`src/rtl/color_pkg.sv`:
```
// Shared definitions for the colour-reduction pipeline: default geometry,
// quantisation mode encodings and the keep-clamping helper.
package color_pkg;

    localparam int CW_DEF  = 8;
    localparam int NCH_DEF = 3;
    localparam int SBW_DEF = 3;
    localparam int KW      = 4;   // width of a keep value

    typedef enum logic [1:0] {
        MODE_TRUNC  = 2'd0,
        MODE_ROUND  = 2'd1,
        MODE_MID    = 2'd2,
        MODE_BYPASS = 2'd3
    } mode_e;

    // A keep larger than the channel width means "keep everything".
    function automatic logic [KW-1:0] clamp_keep(input logic [KW-1:0] keep, input int cw);
        if (int'(keep) > cw) begin
            return KW'(cw);
        end
        return keep;
    endfunction

endpackage

```
`src/rtl/color_reduce_pipe_if.sv`:
```
// Pixel stream bundle: qualifier, start-of-frame, packed channels, sideband.
interface color_reduce_pipe_if
    import color_pkg::*;
#(
    parameter int NCH = NCH_DEF,
    parameter int CW  = CW_DEF,
    parameter int SBW = SBW_DEF
);
    logic               valid;
    logic               sof;
    logic [NCH*CW-1:0]  pixel;
    logic [SBW-1:0]     sb;

    modport master (output valid, sof, pixel, sb);
    modport slave  (input  valid, sof, pixel, sb);
endinterface

```
`src/rtl/color_reduce_pipe_chan_quant.sv`:
```
// One channel of the colour reducer. Stage 1 masks/adds at CW+1 bits so a
// rounding carry is kept; stage 2 saturates that carry or forces zero.
module chan_quant
    import color_pkg::*;
#(
    parameter int NCH = NCH_DEF,
    parameter int CW  = CW_DEF,
    parameter int SBW = SBW_DEF,
    parameter int CH  = 0
) (
    input  logic                    clk,
    input  logic                    reset,
    color_reduce_pipe_if.slave      in_if,
    input  logic [KW-1:0]           keep_i,
    input  mode_e                   mode_i,
    output logic [CW-1:0]           dout_o
);

    logic [KW-1:0] keep_eff;
    logic [KW-1:0] shift;
    logic [CW:0]   x_ext;
    logic [CW:0]   low_mask;
    logic [CW:0]   half;
    logic [CW:0]   sum_d;
    logic [CW-1:0] top_d;
    logic          zero_d;

    logic [CW:0]   sum_q;
    logic [CW-1:0] top_q;
    logic          zero_q;
    logic [CW-1:0] dout_q;

    // Stage-1 arithmetic: bucket mask, half-step, and the per-mode result.
    always_comb begin
        keep_eff = clamp_keep(keep_i, CW);
        shift    = KW'(CW) - keep_eff;
        x_ext    = {1'b0, in_if.pixel[(NCH-1-CH)*CW +: CW]};
        low_mask = ~({(CW+1){1'b1}} << shift);
        half     = low_mask ^ (low_mask >> 1);   // 2^(shift-1), or 0 when nothing is dropped
        top_d    = ~low_mask[CW-1:0];             // top bucket: kept bits all 1
        zero_d   = (keep_eff == '0) && (mode_i != MODE_BYPASS);
        sum_d    = x_ext;
        case (mode_i)
            MODE_TRUNC: sum_d = x_ext & ~low_mask;
            MODE_ROUND: sum_d = (x_ext + half) & ~low_mask;
            MODE_MID:   sum_d = (x_ext & ~low_mask) | half;
            default:    sum_d = x_ext;
        endcase
    end

    // Stage-1 registers; cleared for invalid pixels so idle output reads 0.
    always_ff @(posedge clk) begin
        if (reset || !in_if.valid) begin
            sum_q  <= '0;
            top_q  <= '0;
            zero_q <= 1'b0;
        end else begin
            sum_q  <= sum_d;
            top_q  <= top_d;
            zero_q <= zero_d;
        end
    end

    // Stage-2 select: forced zero, saturated carry, or the stage-1 value.
    always_ff @(posedge clk) begin
        if (reset || zero_q) begin
            dout_q <= '0;
        end else if (sum_q[CW]) begin
            dout_q <= top_q;
        end else begin
            dout_q <= sum_q[CW-1:0];
        end
    end

    assign dout_o = dout_q;

endmodule

```
`src/rtl/color_reduce_pipe.sv`:
```
// Two-stage colour reducer with shadowed per-channel configuration that
// becomes active on the first pixel of a frame.
module color_reduce_pipe
    import color_pkg::*;
#(
    parameter int NCH = NCH_DEF,
    parameter int CW  = CW_DEF,
    parameter int SBW = SBW_DEF
) (
    input  logic                clk,
    input  logic                reset,
    input  logic                in_valid,
    input  logic                in_sof,
    input  logic [NCH*CW-1:0]   in_pixel,
    input  logic [SBW-1:0]      in_sb,
    input  logic                cfg_we,
    input  logic [1:0]          cfg_chan,
    input  logic [3:0]          cfg_keep,
    input  logic [1:0]          cfg_mode,
    output logic                out_valid,
    output logic                out_sof,
    output logic [NCH*CW-1:0]   out_pixel,
    output logic [SBW-1:0]      out_sb,
    output logic                cfg_pending
);

    color_reduce_pipe_if #(.NCH(NCH), .CW(CW), .SBW(SBW)) in_if ();

    assign in_if.valid = in_valid;
    assign in_if.sof   = in_sof;
    assign in_if.pixel = in_pixel;
    assign in_if.sb    = in_sb;

    logic  commit;
    logic  cfg_ok;
    mode_e mode_use;
    mode_e shadow_mode_q;
    mode_e active_mode_q;
    logic  pending_q;

    logic           valid_s1_q, valid_s2_q;
    logic           sof_s1_q,   sof_s2_q;
    logic [SBW-1:0] sb_s1_q,    sb_s2_q;

    // A valid SOF commits the shadow; that same pixel already sees it.
    assign commit   = in_valid && in_sof;
    assign cfg_ok   = cfg_we && (int'(cfg_chan) < NCH);
    assign mode_use = commit ? shadow_mode_q : active_mode_q;

    // Global mode shadow/active pair and the pending flag.
    always_ff @(posedge clk) begin
        if (reset) begin
            shadow_mode_q <= MODE_TRUNC;
            active_mode_q <= MODE_TRUNC;
            pending_q     <= 1'b0;
        end else begin
            if (commit) begin
                active_mode_q <= shadow_mode_q;
            end
            if (cfg_ok) begin
                shadow_mode_q <= mode_e'(cfg_mode);
                pending_q     <= 1'b1;   // a write coincident with commit stays pending
            end else if (commit) begin
                pending_q     <= 1'b0;
            end
        end
    end

    genvar gi;
    generate
        for (gi = 0; gi < NCH; gi++) begin : g_chan
            logic [KW-1:0] shadow_keep_q;
            logic [KW-1:0] active_keep_q;
            logic [KW-1:0] keep_use;
            logic          wr_hit;

            assign wr_hit   = cfg_we && (cfg_chan == 2'(gi));
            assign keep_use = commit ? shadow_keep_q : active_keep_q;

            // Per-channel keep shadow/active pair; reset means identity.
            always_ff @(posedge clk) begin
                if (reset) begin
                    shadow_keep_q <= KW'(CW);
                    active_keep_q <= KW'(CW);
                end else begin
                    if (commit) begin
                        active_keep_q <= shadow_keep_q;
                    end
                    if (wr_hit) begin
                        shadow_keep_q <= cfg_keep;
                    end
                end
            end

            chan_quant #(.NCH(NCH), .CW(CW), .SBW(SBW), .CH(gi)) u_quant (
                .clk    (clk),
                .reset  (reset),
                .in_if  (in_if),
                .keep_i (keep_use),
                .mode_i (mode_use),
                .dout_o (out_pixel[(NCH-1-gi)*CW +: CW])
            );
        end
    endgenerate

    // Qualifier/sideband delay line matching the two quantiser stages.
    always_ff @(posedge clk) begin
        if (reset) begin
            valid_s1_q <= 1'b0;
            sof_s1_q   <= 1'b0;
            sb_s1_q    <= '0;
            valid_s2_q <= 1'b0;
            sof_s2_q   <= 1'b0;
            sb_s2_q    <= '0;
        end else begin
            valid_s1_q <= in_valid;
            sof_s1_q   <= in_valid && in_sof;
            sb_s1_q    <= in_valid ? in_sb : '0;
            valid_s2_q <= valid_s1_q;
            sof_s2_q   <= sof_s1_q;
            sb_s2_q    <= sb_s1_q;
        end
    end

    assign out_valid   = valid_s2_q;
    assign out_sof     = sof_s2_q;
    assign out_sb      = sb_s2_q;
    assign cfg_pending = pending_q;

endmodule
```
`config.mk`:
```
export PLATFORM = sky130hd
export DESIGN_NAME = color_reduce_pipe
export DESIGN_NICKNAME = d
export VERILOG_FILES = /design/src/rtl/color_pkg.sv /design/src/rtl/color_reduce_pipe_if.sv /design/src/rtl/color_reduce_pipe_chan_quant.sv /design/src/rtl/color_reduce_pipe.sv
export SDC_FILE = /design/constraint.sdc
export NUM_CORES = 1
export LEC_CHECK = 0
export ABC_CLOCK_PERIOD_IN_PS = 5730
export BUFFER_PORTS_ARGS = -buffer_cell sky130_fd_sc_hd__buf_2
export CAP_MARGIN = 5
export CORE_MARGIN = 8
export CORE_UTILIZATION = 59
export DETAILED_ROUTE_END_ITERATION = 8
export PLACE_DENSITY = 0.82
export SLEW_MARGIN = 20
export SYNTH_ARGS = -nofsm -noshare
export SYNTH_HDL_FRONTEND = slang
export SYNTH_HIERARCHICAL = 1
export SYNTH_SLANG_ARGS = --single-unit
export TNS_END_PERCENT = 30
```
`constraint.sdc`:
```
create_clock -name clk -period 5.73 [get_ports clk]
set_input_delay 1.4325 -clock clk [delete_from_list [all_inputs] [get_ports clk]]
set_output_delay 1.4325 -clock clk [all_outputs]
set_load 0.01 [all_outputs]
```
# Yosys cells after proc, flatten, opt, wreduce, memory -nomap -nowiden
# Cells that the tools add are included.
totals:
  out_inout_bits: 30
  word_cells: 108
  in_bits: 40
  reg_bits: 117
op_classes:
  shifts: 3
  mux: 21
  reduce_logical: 20
  eq_ne: 5
  magnitude_cmp: 4
  bitwise_logic: 22
  add_sub_neg: 6
op_table:
  columns: ["cell", "count"]
  rows:
  - ["$pmux 9 s3", 3]
  - ["$not 9->9", 6]
  - ["$mux 4", 9]
  - ["$add 8x9->9", 3]
  - ["$and 8x9->9", 3]
  - ["$and 9x9->9", 3]
  - ["$or 9x9->9", 3]
  - ["$shl 9x4->9 const A", 3]
  - ["$xor 9x8->9", 3]
  - ["$mux 8", 3]
  - ["$not 8->8", 3]
  - ["$gt 4x4->1 const B", 3]
  - ["$logic_not 4->1", 3]
  - ["$sub 4x4->4 const A", 3]
  - ["$logic_and 1x1->1", 8]
  - ["$mux 1", 5]
  - ["$eq 2x1->1 const B", 2]
  - ["$eq 2x2->1 const B", 2]
  - ["$logic_not 2->1", 2]
  - ["$logic_or 1x1->1", 4]
  - ["$lt 2x2->1 const B", 1]
  - ["$mux 2", 1]
  - ["$ne 2x2->1 const B", 1]
  - ["$reduce_bool 2->1", 1]
  - ["3 further kinds", 3]

# Depth between registers and ports, before layout
depth:
  depth_word: 12
  depth_mapped: 18

# Cells and area by module
# Netlist, hierarchy kept.
modules_own_cells:
  columns: ["module", "instances", "area_per_inst_um2", "cells_per_inst"]
  rows:
  - ["chan_quant at g_chan[2].u_quant", 1, 1774.2, 195]
  - ["chan_quant at g_chan[0].u_quant", 1, 1649.1, 202]
  - ["chan_quant at g_chan[1].u_quant", 1, 1612.8, 192]
  - ["color_reduce_pipe", 1, 1610.3, 153]

# Least setup slack after synthesis
# OpenSTA, ideal clock, no wires.
synth_path:
  path_kind: "input-to-reg"
  startpoint: "input port in_sof"
  endpoint: "register g_chan[2].u_quant.sum_q[6]"
  path_stages: 17
  arrival_time_ns: 4.699
  t_required_ns: 5.614
  path_slack_ns: 0.915
  cell_sequence: "buf_4 > buf_6 > a21bo_2 > nand2_1 > or2b_1 > ha_1 > buf_4 > buf_2 > xor2_1 > a32oi_1 > o21ai_1 > ha_1 > fa_1 > a21o_1 > a221oi_1 > xnor2_1 > a41o_1"
synth_between:
  elab_chain_cells: 12
synth_rtl:
  columns: ["item", "line", "text"]
  rows:
  - ["from (decl)", "color_reduce_pipe.sv:13", "input logic in_sof,"]
  - ["$logic_and 1x1->1 (*)", "color_reduce_pipe.sv:46", "assign commit = in_valid && in_sof;"]
  - ["$mux 4 (*)", null, null]
  - ["via g_chan[2].keep_use[0]", "color_reduce_pipe.sv:74", "logic [KW-1:0] keep_use;"]
  - ["$gt 4x4->1", "color_pkg.sv:19", "if (int'(keep) > cw) begin"]
  - ["$mux 1", "color_pkg.sv:19", null]
  - ["$mux 4 (*)", "color_pkg.sv:22", "return keep;"]
  - ["$sub 4x4->4 (*)", "color_reduce_pipe_chan_quant.sv:36", "shift = KW'(CW) - keep_eff;"]
  - ["$shl 9x4->9 (*)", "color_reduce_pipe_chan_quant.sv:38", "low_mask = ~({(CW+1){1'b1}} << shift);"]
  - ["$not 9->9 (*)", "color_reduce_pipe_chan_quant.sv:38", null]
  - ["$xor 9x8->9 / $not 9->9 (equally long branches)", null, null]
  - ["$add 8x9->9 / $and 8x9->9 (equally long branches)", "color_reduce_pipe_chan_quant.sv:45, color_reduce_pipe_chan_quant.sv:44, color_reduce_pipe_chan_quant.sv:46", null]
  - ["$and 9x9->9 / $or 9x9->9 (equally long branches)", "color_reduce_pipe_chan_quant.sv:45, color_reduce_pipe_chan_quant.sv:46", null]
  - ["$pmux 9 s3 (*)", "color_reduce_pipe_chan_quant.sv:43", "case (mode_i)"]
  - ["to (signal assigned)", "color_reduce_pipe_chan_quant.sv:58", "sum_q <= sum_d;"]
  - ["to (decl)", "color_reduce_pipe_chan_quant.sv:28", "logic [CW:0] sum_q;"]
# Mark *: on every way through the listed nets, which the timed path passes. The rest lies on a longest branch.
# A chain may end at the register's enable or synchronous reset.

# Final worst setup path
layout_path:
  startpoint: "input port in_sof"
  endpoint: "register g_chan[0].u_quant.sum_q[8]"
layout_between:
  elab_chain_cells: 12
layout_rtl:
  columns: ["item", "line"]
  rows:
  - ["$logic_and 1x1->1 (*)", "color_reduce_pipe.sv:46"]
  - ["$mux 4 (*)", null]
  - ["via g_chan[0].keep_use[3]", "color_reduce_pipe.sv:74"]
  - ["$gt 4x4->1", "color_pkg.sv:19"]
  - ["$mux 1", "color_pkg.sv:19"]
  - ["$mux 4 (*)", "color_pkg.sv:22"]
  - ["$sub 4x4->4 (*)", "color_reduce_pipe_chan_quant.sv:36"]
  - ["$shl 9x4->9 (*)", "color_reduce_pipe_chan_quant.sv:38"]
  - ["$not 9->9 (*)", "color_reduce_pipe_chan_quant.sv:38"]
  - ["$xor 9x8->9 / $not 9->9 (equally long branches)", null]
  - ["$add 8x9->9 / $and 8x9->9 (equally long branches)", "color_reduce_pipe_chan_quant.sv:45, color_reduce_pipe_chan_quant.sv:44, color_reduce_pipe_chan_quant.sv:46"]
  - ["$and 9x9->9 / $or 9x9->9 (equally long branches)", "color_reduce_pipe_chan_quant.sv:45, color_reduce_pipe_chan_quant.sv:46"]
  - ["$pmux 9 s3 (*)", "color_reduce_pipe_chan_quant.sv:43"]
  - ["to (signal assigned)", "color_reduce_pipe_chan_quant.sv:58"]
  - ["to (decl)", "color_reduce_pipe_chan_quant.sv:28"]
# Marked as above.

==> metrics.cfg <==
[die]
die_h_um=122
design.die.area_um2=14900
placeableCoreArea_um2=10900
initial_utilization=0.608
core.rowCount=38
fp.dieW_um=122
io-pin-count=70

[power_and_ir_drop]
worst_ir_drop_vdd_uv=164
power.density_cell_area_nw_per_um2=278
total_power_w=0.00209
power.static_leakage_nw=3.23

[cts]
cts_resized=0
maximum_clock_insertion_buffer_count=2
cts_post_setup_buffers_inserted=0
cts-htree-levels=4
holdBufCountCts=0
clock_latency_on_the_worst_skew_pair_ns=0.41
clkSinkCount=117
clk_root_buffer_cell=sky130_fd_sc_hd__clkbuf_16
cts_tree=done
clk_pin_slew_worst_paths_ns=0.06
tritoncts.num_buffers=17

[drt]
drc=0
final_antenna_net_count=0
drt_wl_total_mm=15.3
detailroute.via_count=5624
avgViaCountPerCell=5.95
drtPass1Iterations=5
first_iter_violations=514
post_drt_wl_per_cell_um=16.2

[finish]
final_core_density=0.689
antenna_cells=0
proportion_of_layout_cells_with_a_drive_suffix_above_1=0.207
most-common-layout-cells=sky130_fd_sc_hd__dfxtp_1, sky130_fd_sc_hd__nor2_1, sky130_fd_sc_hd__buf_2
num-nets-final=866
synthToLayoutAreaGrowth_pct=13.3
layout.cells.most_common=sky130_fd_sc_hd__dfxtp_1

[job]
timing.max_cap.violations=0

[sta]
relSlewSlack=0.444
clock_skew_ns=0.0104
rsz_0062_raised_after_global_routing=false
hold_slack_ns=0.434
tightestPinTransition_ns=0.834
hold_violations=0
layout_worst_path_cycle_share=0.906
timing_max_transition_violations_final=0
final_critical_path_time_including_i_o_delays_and_setup_ns=5.19
tns_ns=0
maximum_frequency_from_static_timing_analysis_mhz=193
setup_viol=0

[worst_setup_path]
critPathRequiredTime_ns=6.02
critical_path_arrival_ns=5.48
critical_path.cell_chain=buf_2 > nand2_1 > a21o_1 > nand2b_1 > ha_1 > nor2b_1 > a32oi_1 > o21ai_0 > ha_1 > fa_1 > a21oi_1 > o22ai_1 > a2111oi_0 > or3_1 > a21oi_1
worst-path-max-fanout=28
worstSetupStartpointType=input pin
critical_path_class=input pin to flip-flop
timing.critical_path.to_type=flip-flop
critPathMaxStageDelay_ns=0.45
cpMaxStageDelayCell=sky130_fd_sc_hd__ha_1

[placed_design]
place_hpwl_mm=11.0
gp_routability_congestion=0.936
placement.io_buffers=69

[synthesis]
ys_async_sr_fraction=0
synth.top_cells.by_area=sky130_fd_sc_hd__dfxtp_1, sky130_fd_sc_hd__mux2i_1, sky130_fd_sc_hd__ha_1
synth.yosys.warnings=6
synth_seq_area_share=0.352
synth_seq_cells=117
syn_nets=815
synth_cell_types=89
synthDominantCellAreaShare=0.352
synth_area_leader_cell=sky130_fd_sc_hd__dfxtp_1
synth_ff_type=sky130_fd_sc_hd__dfxtp_1
synthesis.area_um2=6650
synth_enable_flop_cells=0
postSynthAreaPerCell_um2=8.96
postSynthCellCount=742

[global_route]
globalRouteTotalUtil=0.207
grt_first_pass_wirelength_mm=25.2
grt_start_max_net_pins=51
antenna_found_initial=0
first_global_vias=5359
overflow=0

[outcome]
result_of_the_run=completed

[worst_hold_path]
hold_path_class=flip-flop to flip-flop

[synth_stat cells (6+ instances only)]
cell type	n
sky130_fd_sc_hd__a211oi_1	8
sky130_fd_sc_hd__a21bo_2	11
sky130_fd_sc_hd__a21o_1	8
sky130_fd_sc_hd__a21oi_1	32
sky130_fd_sc_hd__a21oi_2	10
sky130_fd_sc_hd__a32oi_1	6
sky130_fd_sc_hd__and2_1	9
sky130_fd_sc_hd__and3_1	10
sky130_fd_sc_hd__buf_2	8
sky130_fd_sc_hd__buf_6	8
sky130_fd_sc_hd__clkbuf_1	17
sky130_fd_sc_hd__dfxtp_1	117
sky130_fd_sc_hd__ha_1	30
sky130_fd_sc_hd__inv_1	20
sky130_fd_sc_hd__mux2i_1	46
sky130_fd_sc_hd__nand2_1	47
sky130_fd_sc_hd__nand2b_1	32
sky130_fd_sc_hd__nand3_1	30
sky130_fd_sc_hd__nor2_1	78
sky130_fd_sc_hd__nor2b_1	13
sky130_fd_sc_hd__nor3_1	7
sky130_fd_sc_hd__o21ai_0	31
sky130_fd_sc_hd__o21ba_2	6
sky130_fd_sc_hd__o22ai_1	9
sky130_fd_sc_hd__xnor2_1	12
sky130_fd_sc_hd__xor2_1	12
[where the power goes]
group | switching (W) | internal, W
Clock | 0.000377 | 0.000629
Combinational | 0.000138 | 0.0000914
Sequential | 0.0000102 | 0.000849
Total | 0.000524 | 0.00157
[layout make-up]
type	count	area [um2]
Tap cell	140	175
Inverter	22	82.6
Timing Repair Buffer	75	390
Fill cell	862	3400
Sequential cell	117	2340
Multi-Input combinational cell	560	3970
Clock buffer	21	470
Clock inverter	11	101
[per-layer routing]
| metal | wire, um | share of wire | track usage | up-vias |
|---|---|---|---|---|
| met3 | 935 | 0.061 | 0.0403 | 39 |
| met2 | 7430 | 0.48 | 0.346 | 219 |
| met5 | 0 | 0 | 0 | - |
| met1 | 6600 | 0.43 | 0.251 | 2609 |
| met4 | 365 | 0.024 | 0.0967 | 0 |
| li1 | - | - | - | 2757 |
[stage by stage]
stage                     worst slack (ns)  cell area [um2]  std cells
after detailed placement             0.360             6960        914
final                                0.541             7530        946
after CTS                            0.733             7530        946
after global routing                 0.298             7530        946
after global placement               0.483             6960        914
after floorplan                      0.915             6650        742
[registers in the layout, indices dropped and copies added, names as in the netlist, 2 cells and up]
| signal | count |
|---|---|
| g_chan.u_quant/sum_q | 27 |
| g_chan.u_quant/dout_o | 24 |
| g_chan.u_quant/top_q | 24 |
| g_chan.active_keep_q | 12 |
| g_chan.shadow_keep_q | 12 |
| g_chan.u_quant/zero_q | 3 |
| out_sb | 3 |
| sb_s1_q | 3 |
| active_mode_q | 2 |
| shadow_mode_q | 2 |
[worst max-delay path, delay by kind of cell]
kind / cells / cell delay [ns]
adders and majority gates: 3 / 1.13
AOI/OAI and AO/OA: 7 / 1.65
buffers and inverters: 1 / 0.38
and+or+nand+nor: 4 / 0.88
[path summary, 6_finish.rpt]
path         slack (ns)  cells after the start                                    start                                    end
max                0.54                     15                                   in_sof  g_chan[0].u_quant/sum_q[8]$_SDFF_PP0_
min                0.43                      1                    valid_s1_q$_SDFF_PP0_                   out_valid$_SDFF_PP0_
max reg2reg        1.74                     14  g_chan[0].shadow_keep_q[3]$_SDFFE_PP1P_  g_chan[0].u_quant/sum_q[8]$_SDFF_PP0_
min reg2reg        0.43                      1                    valid_s1_q$_SDFF_PP0_                   out_valid$_SDFF_PP0_
[cell families after synthesis]
kind of cell    after synthesis  synth area share
flops                       117             0.352
simple gates                271             0.218
compound gates              183             0.207
buf+inv                      65            0.0503
mux                          48            0.0732
fa+ha+maj                    33            0.0655
xor+xnor                     25            0.0341
(Power assumes the default switching activity.)
